--- config.mk ---
export PLATFORM = sky130hd
export DESIGN_NAME = div_reconstruct_mac_flat
export DESIGN_NICKNAME = d
export VERILOG_FILES = /design/src/rtl/div_reconstruct_mac_pkg.sv /design/src/rtl/div_reconstruct_mac_if.sv /design/src/rtl/div_reconstruct_mac.sv /design/src/flat_wrapper.sv
export SDC_FILE = /design/constraint.sdc
export NUM_CORES = 1
export LEC_CHECK = 0
export ABC_AREA = 0
export BUFFER_PORTS_ARGS = -buffer_cell sky130_fd_sc_hd__buf_2
export CAP_MARGIN = 20
export CORE_ASPECT_RATIO = 0.75
export CORE_MARGIN = 2
export CORE_UTILIZATION = 35
export CTS_BUF_LIST = sky130_fd_sc_hd__clkbuf_8 sky130_fd_sc_hd__clkbuf_16
export CTS_CLUSTER_SIZE = 25
export DETAILED_ROUTE_END_ITERATION = 8
export GPL_ROUTABILITY_DRIVEN = 0
export GPL_TIMING_DRIVEN = 0
export PLACE_DENSITY = 0.55
export SYNTH_ARGS = -nofsm -noshare
export SYNTH_HDL_FRONTEND = slang
export SYNTH_SLANG_ARGS = --single-unit
--- constraint.sdc ---
create_clock -name clk -period 6.4 [get_ports clk]
set_clock_uncertainty 0.05 [all_clocks]
set_input_delay 0.64 -clock clk [delete_from_list [all_inputs] [get_ports clk]]
set_output_delay 0.64 -clock clk [all_outputs]
set_load 0.02 [all_outputs]
--- src/rtl/div_reconstruct_mac_pkg.sv ---
`default_nettype none
// +--------------------------------------------------------------------------+
// | Module   : div_recon_pkg                                                  |
// | Desc     : Shared types and sizing for the dividend reconstruction MAC.   |
// | Revision : 1.0                                                           |
// +--------------------------------------------------------------------------+
package div_recon_pkg;

    typedef enum logic [1:0] {
        IDLE = 2'd0,
        RUN  = 2'd1,
        DONE = 2'd2
    } state_t;

    localparam int N_DEF = 4;

    function automatic int cnt_width(input int n);
        return (n > 1) ? $clog2(n) : 1;
    endfunction

    localparam int CNT_W = cnt_width(N_DEF);

endpackage
`default_nettype wire

--- src/rtl/div_reconstruct_mac_if.sv ---
`default_nettype none
// +--------------------------------------------------------------------------+
// | Module   : div_reconstruct_mac_if                                         |
// | Desc     : Start/busy/done operand and result bundle for the MAC.         |
// | Revision : 1.0                                                           |
// +--------------------------------------------------------------------------+
interface div_reconstruct_mac_if
    import div_recon_pkg::*;
#(
    parameter int N = N_DEF
);
    logic             start;
    logic [N-1:0]     quotient;
    logic [N-1:0]     divisor;
    logic [N-1:0]     remainder;
    logic             busy;
    logic             done;
    logic [2*N-1:0]   result;

`ifdef DIV_RECON_CHECK_EN
    logic             err;

    modport master (
        output start, quotient, divisor, remainder,
        input  busy, done, result, err
    );
    modport slave (
        input  start, quotient, divisor, remainder,
        output busy, done, result, err
    );
`else
    modport master (
        output start, quotient, divisor, remainder,
        input  busy, done, result
    );
    modport slave (
        input  start, quotient, divisor, remainder,
        output busy, done, result
    );
`endif

endinterface
`default_nettype wire

--- src/rtl/div_reconstruct_mac.sv ---
`default_nettype none
// +--------------------------------------------------------------------------+
// | Module   : div_reconstruct_mac                                            |
// | Desc     : Sequential shift-add rebuild of quotient*divisor + remainder.  |
// |            Optional err output enabled by `DIV_RECON_CHECK_EN.            |
// | Revision : 1.0                                                           |
// +--------------------------------------------------------------------------+
module div_reconstruct_mac
    import div_recon_pkg::*;
#(
    parameter int N = N_DEF
) (
    input  wire logic           clk,
    input  wire logic           rst,
    div_reconstruct_mac_if.slave bus
);

    localparam int OW = 2 * N;
    localparam int CW = (N == N_DEF) ? CNT_W : cnt_width(N);
    localparam logic [CW-1:0] c_last = CW'(N - 1);

    state_t          r_state;
    state_t          w_next;
    logic [N-1:0]    r_q;
    logic [N-1:0]    r_d;
    logic [OW-1:0]   r_acc;
    logic [CW-1:0]   r_cnt;
    logic [OW-1:0]   r_result;
    logic            r_done;
    logic [OW-1:0]   w_addend;

    assign w_addend = {{N{1'b0}}, r_d} << r_cnt;

    always_ff @(posedge clk) begin
        if (rst) begin
            r_state <= IDLE;
        end else begin
            r_state <= w_next;
        end
    end

    always_comb begin
        w_next = r_state;
        case (r_state)
            IDLE:    if (bus.start) w_next = RUN;
            RUN:     if (r_cnt == c_last) w_next = DONE;
            DONE:    w_next = IDLE;
            default: w_next = IDLE;
        endcase
    end

    always_ff @(posedge clk) begin
        if (rst) begin
            r_q      <= '0;
            r_d      <= '0;
            r_acc    <= '0;
            r_cnt    <= '0;
            r_result <= '0;
            r_done   <= 1'b0;
        end else begin
            r_done <= 1'b0;
            case (r_state)
                IDLE: begin
                    if (bus.start) begin
                        r_q   <= bus.quotient;
                        r_d   <= bus.divisor;
                        r_acc <= {{N{1'b0}}, bus.remainder};
                        r_cnt <= '0;
                    end
                end
                RUN: begin
                    if (r_q[r_cnt]) r_acc <= r_acc + w_addend;
                    r_cnt <= r_cnt + 1'b1;
                end
                DONE: begin
                    r_result <= r_acc;
                    r_done   <= 1'b1;
                end
                default: ;
            endcase
        end
    end

    assign bus.busy   = (r_state != IDLE);
    assign bus.done   = r_done;
    assign bus.result = r_result;

`ifdef DIV_RECON_CHECK_EN
    logic [N-1:0] r_r;
    logic         r_err;

    // Sanity flag on the captured operands: a valid division leaves r < d.
    always_ff @(posedge clk) begin
        if (rst) begin
            r_r   <= '0;
            r_err <= 1'b0;
        end else if (r_state == IDLE && bus.start) begin
            r_r <= bus.remainder;
        end else if (r_state == DONE) begin
            r_err <= (r_r >= r_d) || (r_d == '0);
        end
    end

    assign bus.err = r_err;
`endif

endmodule
`default_nettype wire

--- src/flat_wrapper.sv ---
// flat-port wrapper written by rule: the top's interface ports become plain ports
module div_reconstruct_mac_flat import div_recon_pkg::*;
#(
    parameter int N = N_DEF
)
  (clk, rst, bus_start, bus_quotient, bus_divisor, bus_remainder, bus_busy, bus_done, bus_result);
  div_reconstruct_mac_if #(.N(N)) bus_i ();
  input  wire logic clk;
  input  wire logic rst;
  input wire logic [$bits(bus_i.start)-1:0] bus_start;
  input wire logic [$bits(bus_i.quotient)-1:0] bus_quotient;
  input wire logic [$bits(bus_i.divisor)-1:0] bus_divisor;
  input wire logic [$bits(bus_i.remainder)-1:0] bus_remainder;
  output wire logic [$bits(bus_i.busy)-1:0] bus_busy;
  output wire logic [$bits(bus_i.done)-1:0] bus_done;
  output wire logic [$bits(bus_i.result)-1:0] bus_result;
  assign bus_i.start = bus_start;
  assign bus_i.quotient = bus_quotient;
  assign bus_i.divisor = bus_divisor;
  assign bus_i.remainder = bus_remainder;
  assign bus_busy = bus_i.busy;
  assign bus_done = bus_i.done;
  assign bus_result = bus_i.result;
  div_reconstruct_mac #(.N(N)) u_core (.clk(clk), .rst(rst), .bus(bus_i));
endmodule
==> results.sh <==
export IMPL_clk_latency_ns=0.28
export IMPL_fin_crit_ns=2.48
export IMPL_end_kind="flop"
export IMPL_dieArea_um2=4820
export IMPL_tightest_slew_ns=0.570
export IMPL_worst_r2r_endpoint="u_core.r_acc[5]"
export IMPL_post_cts_resized=0
export IMPL_synth_edff_count=0
export IMPL_clock_root_buffer="clkbuf_8"
export IMPL_crit_path_max_fanout=9
export IMPL_die_x_um=79.5
export IMPL_ys_warnings_count=0
export IMPL_rsz0062_at_grt="no"
export IMPL_required_ns=6.52
export IMPL_clk_path_buf_depth=2
export IMPL_drive_gt1_frac=0.170
export IMPL_grt_max_degree=11
export IMPL_avgSynthCellArea_um2=8.05
export IMPL_ios=25
export IMPL_cts_tree="done"
export IMPL_drv_slew=0
export IMPL_wire_per_inst_um=12.0
export IMPL_finalHoldViolations=0
export IMPL_cts_made_buffers=5
export IMPL_synth_xor_area_frac=0.0234
export IMPL_antenna_found_initial=0
export IMPL_tns_ns=0
export IMPL_synth_ff_type="dfxtp_1"
export IMPL_initial_core_util=0.367
export IMPL_core_um2=4080
export IMPL_holdPathEnd="u_core.bus.result[3]"
export IMPL_yosys_area_share_simple=0.245
export IMPL_ir_drop_uv=143
export IMPL_synthArstFlopShare=0
export IMPL_synthAdderAreaFrac=0.0803
export IMPL_synth_area_um2=1500
export IMPL_synth_compound_area_frac=0.179
export IMPL_syn_inst=186
export IMPL_power_density_nw_per_um2=246
export IMPL_postCtsSetupBuffers=0
export IMPL_num_vias=1319
export IMPL_drtIter0Drc=87
export IMPL_cts_htree_levels=2
export IMPL_slew_headroom=0.620
export IMPL_syn2layout_area_growth_pct=20.4
export IMPL_synth_seq_cells=29
export IMPL_period_share=0.387
export IMPL_globalRoute_totalOverflow=0
export IMPL_muxShareOfSynthArea=0.0426
export IMPL_antenna_cells=0
export IMPL_min_path_type="reg -> reg"
export IMPL_ff2ff_setup_slack_ns=3.92
export IMPL_postCtsHoldBufs=0
export IMPL_cp_arrival_ns=2.59
export IMPL_critical_path_max_stage_delay_ns=0.34
export IMPL_grt_pass1_wl_um=5710
export IMPL_cap_viol_max_count=0
export IMPL_n_fill_cell=441
export IMPL_fmax_mhz=404
export IMPL_power_leakage_nw=0.760
export IMPL_startpoint_type="flop"
export IMPL_io_buffers=24
export IMPL_dp_hpwl_um=2490
export IMPL_min_from="u_core.bus.result[3]"
export IMPL_crit_slowest_cell="dfxtp_1"
export IMPL_antenna_left=0
export IMPL_drc_errors=0
export IMPL_die_h_um=60.6
export IMPL_row_count=20
export IMPL_cts_reportedPaths_clkPinSlew_ns=0.07
export IMPL_hold_depth=2
export IMPL_setup_worst_path_class="reg -> reg"
export IMPL_path_cells="buf_2 > mux2i_1 > or2_1 > inv_1 > ha_1 > a211oi_1 > o21bai_1 > a21oi_1 > nor4_1 > a221o_1"
export IMPL_seq_area_frac_synth=0.388
export IMPL_layout_nets=241
export IMPL_drt_pass1_iter_count=4
export IMPL_synth_top_family_by_area="simple AND/OR/NAND/NOR gates"
export IMPL_grtUsageTotal=0.157
export IMPL_routed_wl_um=3280
export IMPL_syn_nets=210
export IMPL_status="finished clean"
export IMPL_setup_viol=0
export IMPL_vias_per_cell=4.83
export IMPL_worst_r2r_startpoint="u_core.r_cnt[0]"
export IMPL_timing_hold_ws_ns=0.402
export IMPL_ys_types=40
export IMPL_worst_r2r_cell_count=10
export IMPL_grt_pass1_vias=1192
export IMPL_cts_sinks=29
[routing by layer]
layer  vias up  part of all wire  global-route usage
li1        700                 -                   -
met1       587              0.52               0.213
met2        28              0.41               0.244
met3         4             0.059              0.0506
met4         0             0.011              0.0443
met5         -                 0                   0
[cell usage after synthesis (2+ instances only)]
cell type | n | area [µm²]
nand2_1 | 39 | 146
dfxtp_1 | 29 | 581
a21oi_1 | 24 | 120
nor2_1 | 14 | 52.6
clkbuf_1 | 8 | 30.0
ha_1 | 8 | 100
nand2b_1 | 6 | 37.5
inv_1 | 5 | 18.8
o21ai_0 | 5 | 25.0
nor2b_1 | 4 | 25.0
nor3_1 | 4 | 20.0
mux2i_1 | 3 | 30.0
nor3b_1 | 3 | 22.5
xnor2_1 | 3 | 26.3
a211oi_1 | 2 | 15.0
a311oi_1 | 2 | 17.5
buf_2 | 2 | 10.0
o21ai_1 | 2 | 10.0
o21bai_1 | 2 | 15.0
[cell type report]
type	instances	area (µm²)	share of cell area
multi-input cells	141	853	0.474
well taps	55	68.8	0.0382
clock buffers	6	82.6	0.0458
flip-flops and latches	29	581	0.322
inverters	5	18.8	0.0104
repair buffers	24	120	0.0667
plain buffers	11	43.8	0.0243
clock inverters	2	33.8	0.0187
[cells by family after synthesis]
family                   count (synthesis)
AND/OR/NAND/NOR                         79
adder cells (fa/ha/maj)                  9
AO/OA/AOI/OAI                           44
XOR/XNOR                                 4
multiplexers                             5
buffers and inverters                   16
flip-flops                              29
[report_power, final]
part | leakage [nW] | internal [W] | switching [W]
sequential | 0.236 | 0.000188 | 0.00000591
combinational | 0.461 | 0.0000223 | 0.0000319
clock | 0.0626 | 0.000125 | 0.0000695
total | 0.760 | 0.000335 | 0.000107
[placed cells by master, fill, tap and decap left out, types with 2 or more instances in the layout]
cell type | netlist | final
mux2i_1 | 3 | 3
nor3_1 | 4 | 4
a211oi_1 | 2 | 2
nor2b_1 | 4 | 4
o21ai_0 | 5 | 5
o21ai_1 | 2 | 2
ha_1 | 8 | 8
buf_2 | 2 | 26
clkbuf_1 | 8 | 8
clkbuf_8 | 0 | 6
o21bai_1 | 2 | 2
xnor2_1 | 3 | 3
a311oi_1 | 2 | 2
dfxtp_1 | 29 | 29
nor3b_1 | 3 | 3
a21oi_1 | 24 | 24
nand2b_1 | 6 | 6
nand2_1 | 39 | 39
nor2_1 | 14 | 14
inv_1 | 5 | 6
[state kept, by name, summed over array words and instances (netlist names)]
| signal | cells |
|---|---|
| u_core.r_cnt | 2 |
| u_core.bus.result | 8 |
| u_core.r_acc | 8 |
| u_core.r_q | 4 |
| u_core.bus.done | 1 |
| u_core.r_state | 2 |
| u_core.r_d | 4 |
[worst max-delay path by stage]
stage                                 end  cells after the start            start
final                     u_core.r_acc[5]                     10  u_core.r_cnt[0]
after global routing      u_core.r_acc[5]                     10  u_core.r_cnt[0]
after CTS                 u_core.r_acc[5]                     10  u_core.r_cnt[0]
after detailed placement  u_core.r_acc[5]                     10  u_core.r_cnt[0]
after global placement    u_core.r_acc[5]                     10  u_core.r_cnt[0]
after floorplan           u_core.r_acc[5]                     10  u_core.r_cnt[0]
[critical path, delay by kind of cell (launching register included)]
kind / cells / cell delay (ns)
compound gates: 4 / 0.93
flops: 1 / 0.34
fa+ha+maj: 1 / 0.28
buf+inv: 2 / 0.27
simple gates: 2 / 0.25
mux: 1 / 0.24
[per-stage QoR]
stage | area [µm²] | power [W] | instances | setup slack, ns | utilization
after floorplan | 1500 | 0.000236 | 186 | 4.23 | -
after CTS | 1800 | 0.000447 | 273 | 3.95 | 0.442
after global placement | 1690 | 0.000252 | 265 | 3.96 | 0.413
final | 1800 | 0.000442 | 273 | 3.92 | 0.442
after detailed placement | 1690 | 0.000252 | 265 | 3.97 | 0.413
after global routing | 1800 | 0.000464 | 273 | 3.75 | 0.442
Note: power is estimated with default switching activity, not from simulation.
